===== src/rtl/ptcalc_mul_pipe_sxu.sv =====
// Pipelined signed x unsigned multiplier with round-half-up rescale, optional saturation,
// a valid/ready handshake with global stall, sideband tag pass-through and a saturation counter.
module ptcalc_mul_pipe_sxu #(
    parameter int A_WIDTH   = 24,
    parameter int B_WIDTH   = 15,
    parameter int OUT_WIDTH = 24,
    parameter int SHIFT     = 12,
    parameter int NUM_STAGE = 3,
    parameter int ROUND_EN  = 1,
    parameter int SAT_EN    = 1,
    parameter int TAG_WIDTH = 8
) (
    input  logic                 ap_clk,
    input  logic                 ap_rst_n,
    input  logic                 in_valid,
    output logic                 in_ready,
    input  logic [A_WIDTH-1:0]   in_a,
    input  logic [B_WIDTH-1:0]   in_b,
    input  logic [TAG_WIDTH-1:0] in_tag,
    output logic                 out_valid,
    input  logic                 out_ready,
    output logic [OUT_WIDTH-1:0] out_p,
    output logic [TAG_WIDTH-1:0] out_tag,
    output logic                 out_sat,
    input  logic                 cnt_clr,
    output logic [15:0]          sat_cnt
);

    localparam int PW  = A_WIDTH + B_WIDTH;
    localparam int RSH = (SHIFT > 0) ? SHIFT - 1 : 0;
    localparam logic signed [PW:0] RND =
        (ROUND_EN != 0 && SHIFT > 0) ? ((PW + 1)'(1) << RSH) : '0;
    // Output range limits, sign-extended to the width of the shifted product
    localparam logic signed [PW:0] SMAX = {{(PW + 2 - OUT_WIDTH){1'b0}}, {(OUT_WIDTH - 1){1'b1}}};
    localparam logic signed [PW:0] SMIN = {{(PW + 2 - OUT_WIDTH){1'b1}}, {(OUT_WIDTH - 1){1'b0}}};

    logic signed [PW-1:0]  a_ext;
    logic signed [PW-1:0]  b_ext;
    logic signed [PW-1:0]  full;
    logic signed [PW:0]    rnd_sum;
    logic signed [PW:0]    shifted;
    logic [OUT_WIDTH-1:0]  res_p;
    logic                  res_sat;
    logic                  en;

    logic [NUM_STAGE-1:0]  vld;
    logic [NUM_STAGE-1:0]  sat;
    logic [OUT_WIDTH-1:0]  dat [NUM_STAGE];
    logic [TAG_WIDTH-1:0]  tg  [NUM_STAGE];

    // Both operands extended to the full product width, so the product is exact
    assign a_ext   = {{B_WIDTH{in_a[A_WIDTH-1]}}, in_a};
    assign b_ext   = {{A_WIDTH{1'b0}}, in_b};
    assign full    = a_ext * b_ext;
    assign rnd_sum = {full[PW-1], full} + RND;
    assign shifted = rnd_sum >>> SHIFT;

    always_comb begin
        res_p   = shifted[OUT_WIDTH-1:0];
        res_sat = 1'b0;
        if (SAT_EN != 0) begin
            if (shifted > SMAX) begin
                res_p   = {1'b0, {(OUT_WIDTH - 1){1'b1}}};
                res_sat = 1'b1;
            end else if (shifted < SMIN) begin
                res_p   = {1'b1, {(OUT_WIDTH - 1){1'b0}}};
                res_sat = 1'b1;
            end
        end
    end

    assign en        = !vld[NUM_STAGE-1] || out_ready;
    assign in_ready  = en;
    assign out_valid = vld[NUM_STAGE-1];
    assign out_p     = dat[NUM_STAGE-1];
    assign out_tag   = tg[NUM_STAGE-1];
    assign out_sat   = sat[NUM_STAGE-1];

    // Whole pipe advances or holds together; bubbles are never collapsed
    always_ff @(posedge ap_clk or negedge ap_rst_n) begin
        if (!ap_rst_n) begin
            vld <= '0;
            sat <= '0;
            for (int i = 0; i < NUM_STAGE; i++) begin
                dat[i] <= '0;
                tg[i]  <= '0;
            end
        end else if (en) begin
            vld[0] <= in_valid && in_ready;
            sat[0] <= res_sat;
            dat[0] <= res_p;
            tg[0]  <= in_tag;
            for (int i = 1; i < NUM_STAGE; i++) begin
                vld[i] <= vld[i-1];
                sat[i] <= sat[i-1];
                dat[i] <= dat[i-1];
                tg[i]  <= tg[i-1];
            end
        end
    end

    always_ff @(posedge ap_clk or negedge ap_rst_n) begin
        if (!ap_rst_n) begin
            sat_cnt <= '0;
        end else if (cnt_clr) begin
            sat_cnt <= '0;
        end else if (out_valid && out_ready && out_sat && sat_cnt != 16'hFFFF) begin
            sat_cnt <= sat_cnt + 16'd1;
        end
    end

endmodule


===== config.mk =====
export PLATFORM = sky130hd
export DESIGN_NAME = ptcalc_mul_pipe_sxu
export DESIGN_NICKNAME = d
export VERILOG_FILES = /design/src/rtl/ptcalc_mul_pipe_sxu.sv
export SDC_FILE = /design/constraint.sdc
export NUM_CORES = 1
export LEC_CHECK = 0
export CAP_MARGIN = 40
export CORE_AREA = 4 4 182 184
export DETAILED_ROUTE_END_ITERATION = 7
export DIE_AREA = 0 0 186 188
export GPL_TIMING_DRIVEN = 0
export PLACE_DENSITY = 0.79
export SLEW_MARGIN = 20
export SYNTH_ARGS = -nofsm -noshare
export SYNTH_HDL_FRONTEND = slang
export SYNTH_SLANG_ARGS = --single-unit

===== constraint.sdc =====
create_clock -name ap_clk -period 3.2 [get_ports ap_clk]
set_clock_uncertainty 0.15 [all_clocks]
set_input_delay 0.48 -clock ap_clk [delete_from_list [all_inputs] [get_ports ap_clk]]
set_output_delay 0.48 -clock ap_clk [all_outputs]
set_load 0.005 [all_outputs]

# ---- Word-level counts from Yosys, hierarchy flattened
# Cells that the tools add are included.
dict set report classes {
  addsub 2
  multipliers 1
  n_lt_le_gt_ge 2
  eq_ne 1
  muxes 6
  reduce_logical 7
}
# op n
set op_table {}
lappend op_table {{2-to-1 mux 24 bit} 2}
lappend op_table {{adder 39 x 13 -> 40 bit, second input constant} 1}
lappend op_table {{multiplier 24 x 16 -> 39 bit} 1}
lappend op_table {{2-to-1 mux 16 bit} 2}
lappend op_table {{greater-than comparator 28 x 24 -> 1 bit, second input constant} 1}
lappend op_table {{< comparator 28 x 24 -> 1 bit, second input constant} 1}
lappend op_table {{adder 16 x 1 -> 16 bit, second input constant} 1}
lappend op_table {{!= test 16 bit, second input constant} 1}
lappend op_table {{logical AND 1 bit} 4}
lappend op_table {{2-to-1 mux 1 bit} 2}
lappend op_table {{nonzero test 2 bit} 1}
lappend op_table {{zero test 1 bit} 1}
lappend op_table {{logical OR 1 bit} 1}
dict set report totals {
  register_bits 118
  output_inout_bits 51
}

# ---- Logic depth before layout (Yosys ltp)
dict set report logic_depth {
  word_depth 5
  depth_mapped 29
}

# ---- Least setup slack after synthesis
# No wires, ideal clock.
dict set report synth_timing {
  path_kind {input to register}
  start {in in_a[23]}
  end {reg sat[0]}
  arrival_time_ns 7.387
  required_ns 2.921
  path_slack_ns -4.467
  stages 21
  n_path_buf 2
  path_cell_list {clkbuf_1 nand2_1 fa_1 fa_1 inv_1 fa_1 fa_1 fa_1 fa_1 ha_1 clkbuf_1 a21o_1 a211oi_1 nor2_1 or4_1 mux2i_1 nor2_1 or4_4 a2111oi_4 nor2_1 o41a_1}
}
dict set report synth_via {
  elab_chain_len 5
  elab_cells_between_ends 6
}
# item line
set synth_lines {}
lappend synth_lines {{from (decl)} 17} ;# input logic [A_WIDTH-1:0] in_a,
lappend synth_lines {{multiplier 24 x 16 -> 39 bit *} 54} ;# assign full = a_ext * b_ext;
lappend synth_lines {{adder 39 x 13 -> 40 bit *} 55} ;# assign rnd_sum = {full[PW-1], full} + RND;
lappend synth_lines {{< comparator 28 x 24 -> 1 bit} 65} ;# end else if (shifted < SMIN) begin
lappend synth_lines {{2-to-1 mux 1 bit} 65}
lappend synth_lines {{2-to-1 mux 1 bit *} 62} ;# if (shifted > SMAX) begin
lappend synth_lines {{to (signal assigned)} 90} ;# sat[0] <= res_sat;
lappend synth_lines {{to (signal, indexed assignment)} 95} ;# sat[i] <= sat[i-1];
lappend synth_lines {{to (decl)} 47} ;# logic [NUM_STAGE-1:0] sat;
# Every way passes the cells marked *; elsewhere a longest branch is shown, timed or not.
# A chain may end at the register's enable or synchronous reset.

# ---- Worst setup path in the final report
dict set report layout_timing {
  start {in in_b[6]}
  end {reg dat[63] (netlist name)}
}
dict set report layout_via {
  elab_chain_len 5
  elab_cells_between_ends 6
}
# item line
set layout_lines {}
lappend layout_lines {{from (decl)} 18} ;# input logic [B_WIDTH-1:0] in_b,
lappend layout_lines {{multiplier 24 x 16 -> 39 bit *} 54}
lappend layout_lines {{adder 39 x 13 -> 40 bit *} 55}
lappend layout_lines {{< comparator 28 x 24 -> 1 bit} 65}
lappend layout_lines {{2-to-1 mux 24 bit} 65}
lappend layout_lines {{2-to-1 mux 24 bit *} 62}
lappend layout_lines {{to (signal, indexed assignment)} 96} ;# dat[i] <= dat[i-1];
lappend layout_lines {{to (decl)} 48} ;# logic [OUT_WIDTH-1:0] dat [NUM_STAGE];
# Marks and branches as above.

==> run_results.csv <==
group,metric,value,unit
floorplan,design.portCount,103,
drt,detail_route.wirelength,57.1,mm
place,placedCellCount,2627,
sta,clock.fmax,0.134,GHz
drt,route.antenna.remaining_nets,0,
synth,synth_enable_flop_cells,0,
drt,dr_total_vias,16100,
critical_path,cp_max_fo,7,
clock_network,cts.sink_count,118,
synth,yosys.cell_types.count,71,
min_path,holdPathStages,2,
drt,drt_iter0_drc,1258,
critical_path,worst_ep_required_time,3.38,ns
sta,worst_pin_slew,0.767,ns
flow_run,maxCapViolCount,0,
synth,yosysSeqAreaShare,0.158,
clock_network,numCtsBuffers,17,
sta,setup_ws,-4.26,ns
clock_network,cts_tree,"built",
critical_path,timing.critical_path.from_type,"input pin",
clock_network,clkSlewWorstSetupHoldPaths,0.06,ns
floorplan,dieHeight,188,um
sta,hold_fails_final_rpt,0,
final_layout,n_antenna_cell,0,
run_status,outcome,"finished, violations left",
synth,post-synth-top-area-fraction,0.367,
min_path,min_to,"sat_cnt[6]",
critical_path,r2r.worst_path.cells,8,
floorplan,start_util,0.597,
critical_path,cp-end-kind,"register",
synth,netlist_top_cells_area,"fa_1 37%, dfrtp_1 16%, nand2_1 9.5%, inv_1 7.2%, ha_1 6.3%",
synth,synth_warnings,0,
synth,yosys.area.top_type,"fa_1",
sta,final-setup-viol-count,25,
final_layout,instances_no_fill,2784,
final_layout,final_nets,2859,
critical_path,regToRegSetupSlack,0.52,ns
critical_path,cp_slowest_stage_delay,0.56,ns
critical_path,critPathArrivalTime,7.63,ns
sta,timing.final.crit_share,2.33,
global_route,global_route.overflow_total,0,
place,port-buffer-count,101,
drt,post-route-drc-count,0,
min_path,holdCritPathClass,"in2reg",
place,place.gp.congestion,0.933,
floorplan,die_w,186,um
sta,post-route-min-period,7.46,ns
clock_network,worst_skew_pair.late_latency,0.41,ns
drt,route.detailed.wl_per_inst,20.5,um
sta,timing_max_transition_violations_final,0,
synth,synth_area,0.0187,mm^2
synth,syn_avg_cell_area,8.83,um^2
min_path,worst_hold_startpoint,"cnt_clr",
clock_network,cts.htree.levels,4,
floorplan,placeableCoreArea,0.0314,mm^2
synth,proportion_of_register_bits_with_asynchronous_set_or_reset_after_synthesis,1.00,
final_layout,layout-drive-gt1-share,0.206,
synth,ys_dominant_reg_cell,"dfrtp_1",
global_route,antenna_violations_before_repair,0,
global_route,global_route_wire_length_before_repair,91.4,mm
synth,synth.net_count,2613,
sta,rsz0062_at_grt,"yes",
run_status,violations,"negative setup slack",
sta,slew-limit-headroom,0.487,
clock_network,cts-root-to-sink-buffers,2,
drt,first_pass_iters,5,
critical_path,reg2reg_to,"sat_cnt[15]",
clock_network,ctsRootBufferMaster,"clkbuf_16",
synth,yosys_register_bits,118,
critical_path,timing.setup.critical_path_class,"in2reg",
critical_path,crit-reg2reg-launch,"sat_cnt[3]",
global_route,largest_net_degree_at_the_start_of_global_routing,85,
drt,route.detailed.vias_per_inst,5.77,
synth,netlist_instances,2123,
place,hpwlAfterDp,41.1,mm
global_route,grt_use_total,0.333,
final_layout,area.growth.synth_to_final,27.6,%
floorplan,floorplan.rows,65,
floorplan,floorplan_die_area,0.0350,mm^2
critical_path,cpMaxStageDelayCell,"fa_1",
global_route,first_global_vias,17400,
==> cells in the mapped netlist (8+ instances only) <==
| cell type | n |
|---|---|
| nand3_1 | 23 |
| a21o_1 | 15 |
| o21a_1 | 8 |
| mux2i_1 | 8 |
| nand2b_1 | 9 |
| xnor2_1 | 39 |
| a211oi_1 | 10 |
| fa_1 | 344 |
| buf_1 | 9 |
| a21oi_1 | 50 |
| nand2_1 | 474 |
| o21ai_0 | 37 |
| buf_4 | 33 |
| nand4_1 | 19 |
| dfrtp_1 | 118 |
| xor2_1 | 29 |
| clkbuf_1 | 73 |
| inv_1 | 361 |
| nor2_1 | 68 |
| and2_1 | 164 |
| ha_1 | 94 |
| buf_2 | 12 |
| nor3_1 | 12 |
| and3_1 | 12 |
==> state kept, by name, summed over array words and instances (netlist names) <==
register	flops
dat	48
out_p	24
sat_cnt	16
tg	16
out_tag	8
sat	3
vld	3
==> metrics by stage <==
step	setup WS, ns	TNS, ns	hold slack [ns]	utilization	instance area [um^2]
after floorplan	-4.09	-100.39	0.0344	-	19100
after global routing	-4.50	-110.84	0.277	0.762	23900
after detailed placement	-6.21	-151.84	0.240	0.658	20600
final	-4.26	-104.65	0.241	0.762	23900
after global placement	-6.08	-476.17	0.293	0.657	20600
after CTS	-4.02	-99.22	0.236	0.754	23700
==> cells in the final DEF, fill, tap and decap left out, drive strengths merged, types with 6 or more instances in the layout <==
cell type,synthesis,final
nand2,474,474
inv,362,367
fa,344,344
buf,56,209
and2,164,164
dfrtp,118,118
clkbuf,75,100
ha,94,94
nor2,68,68
clkdlybuf4s50,0,62
a21oi,50,50
o21ai,43,43
xnor2,39,39
xor2,29,29
nand3,23,23
nand4,20,20
nor3,17,17
a21o,15,15
and3,13,13
a211oi,12,12
nand2b,9,9
o21a,8,8
mux2i,8,8
and4,7,7
o31ai,7,7
o21bai,7,7
nor4b,6,6
==> critical path, delay by kind of cell <==
family	cells	cell delay (ns)
fa+ha+maj	7	3.40
compound gates	7	1.14
simple gates	5	0.85
buf+inv	15	1.75
==> timing repair <==
item / CTS / global route
endpoints found under the hold margin: 34 / 0
hold buffers: 1 / 0
pin swaps: 120 / 25
gates resized for setup: 507 / 42
setup buffers: 108 / 10
cloned: 14 / 1
endpoints found under the setup margin: 25 / 26
==> cell type report <==
class / instances / area, um^2
Clock inverter: 14 / 191
Timing Repair Buffer: 235 / 2140
Tap cell: 402 / 503
Buffer: 123 / 1470
Multi-Input combinational cell: 1512 / 14900
Inverter: 362 / 1370
Fill cell: 2108 / 7470
Sequential cell: 118 / 2950
Clock buffer: 18 / 429
==> metal layers <==
layer | share of wire | up-vias | wire [um] | GRT usage
met5 | 0 | - | 0 | 0
met4 | 0.050 | 0 | 2850 | 0.128
met3 | 0.085 | 222 | 4860 | 0.0599
met2 | 0.49 | 838 | 28300 | 0.573
met1 | 0.37 | 8065 | 21100 | 0.417
li1 | - | 6934 | - | -
==> kinds of logic (layout without fill, tap and decap cells) <==
logic type / after synthesis / after routing / share of synthesized area
adders and majority gates: 438 / 438 / 0.430
muxes: 8 / 8 / 0.00427
DFF: 118 / 118 / 0.158
xor gates and xnor gates: 68 / 68 / 0.0318
and+or+nand+nor: 820 / 820 / 0.206
buffers and inverters: 493 / 752 / 0.107
AOI/OAI and AO/OA: 178 / 178 / 0.0637
==> worst max path at each step <==
stage / startpoint / endpoint / slack [ns]
floorplan: in_b[6] / dat[63] / -4.09
global placement: in_b[5] / dat[56] / -6.08
detailed placement: in_b[5] / dat[56] / -6.21
CTS: in_b[6] / dat[63] / -4.02
global route: in_b[6] / dat[63] / -4.50
finish: in_b[6] / dat[63] / -4.26
Power is left out: the tool's default activity adds up to more than one toggle a clock period on the data nets, which glitch-free logic cannot reach.
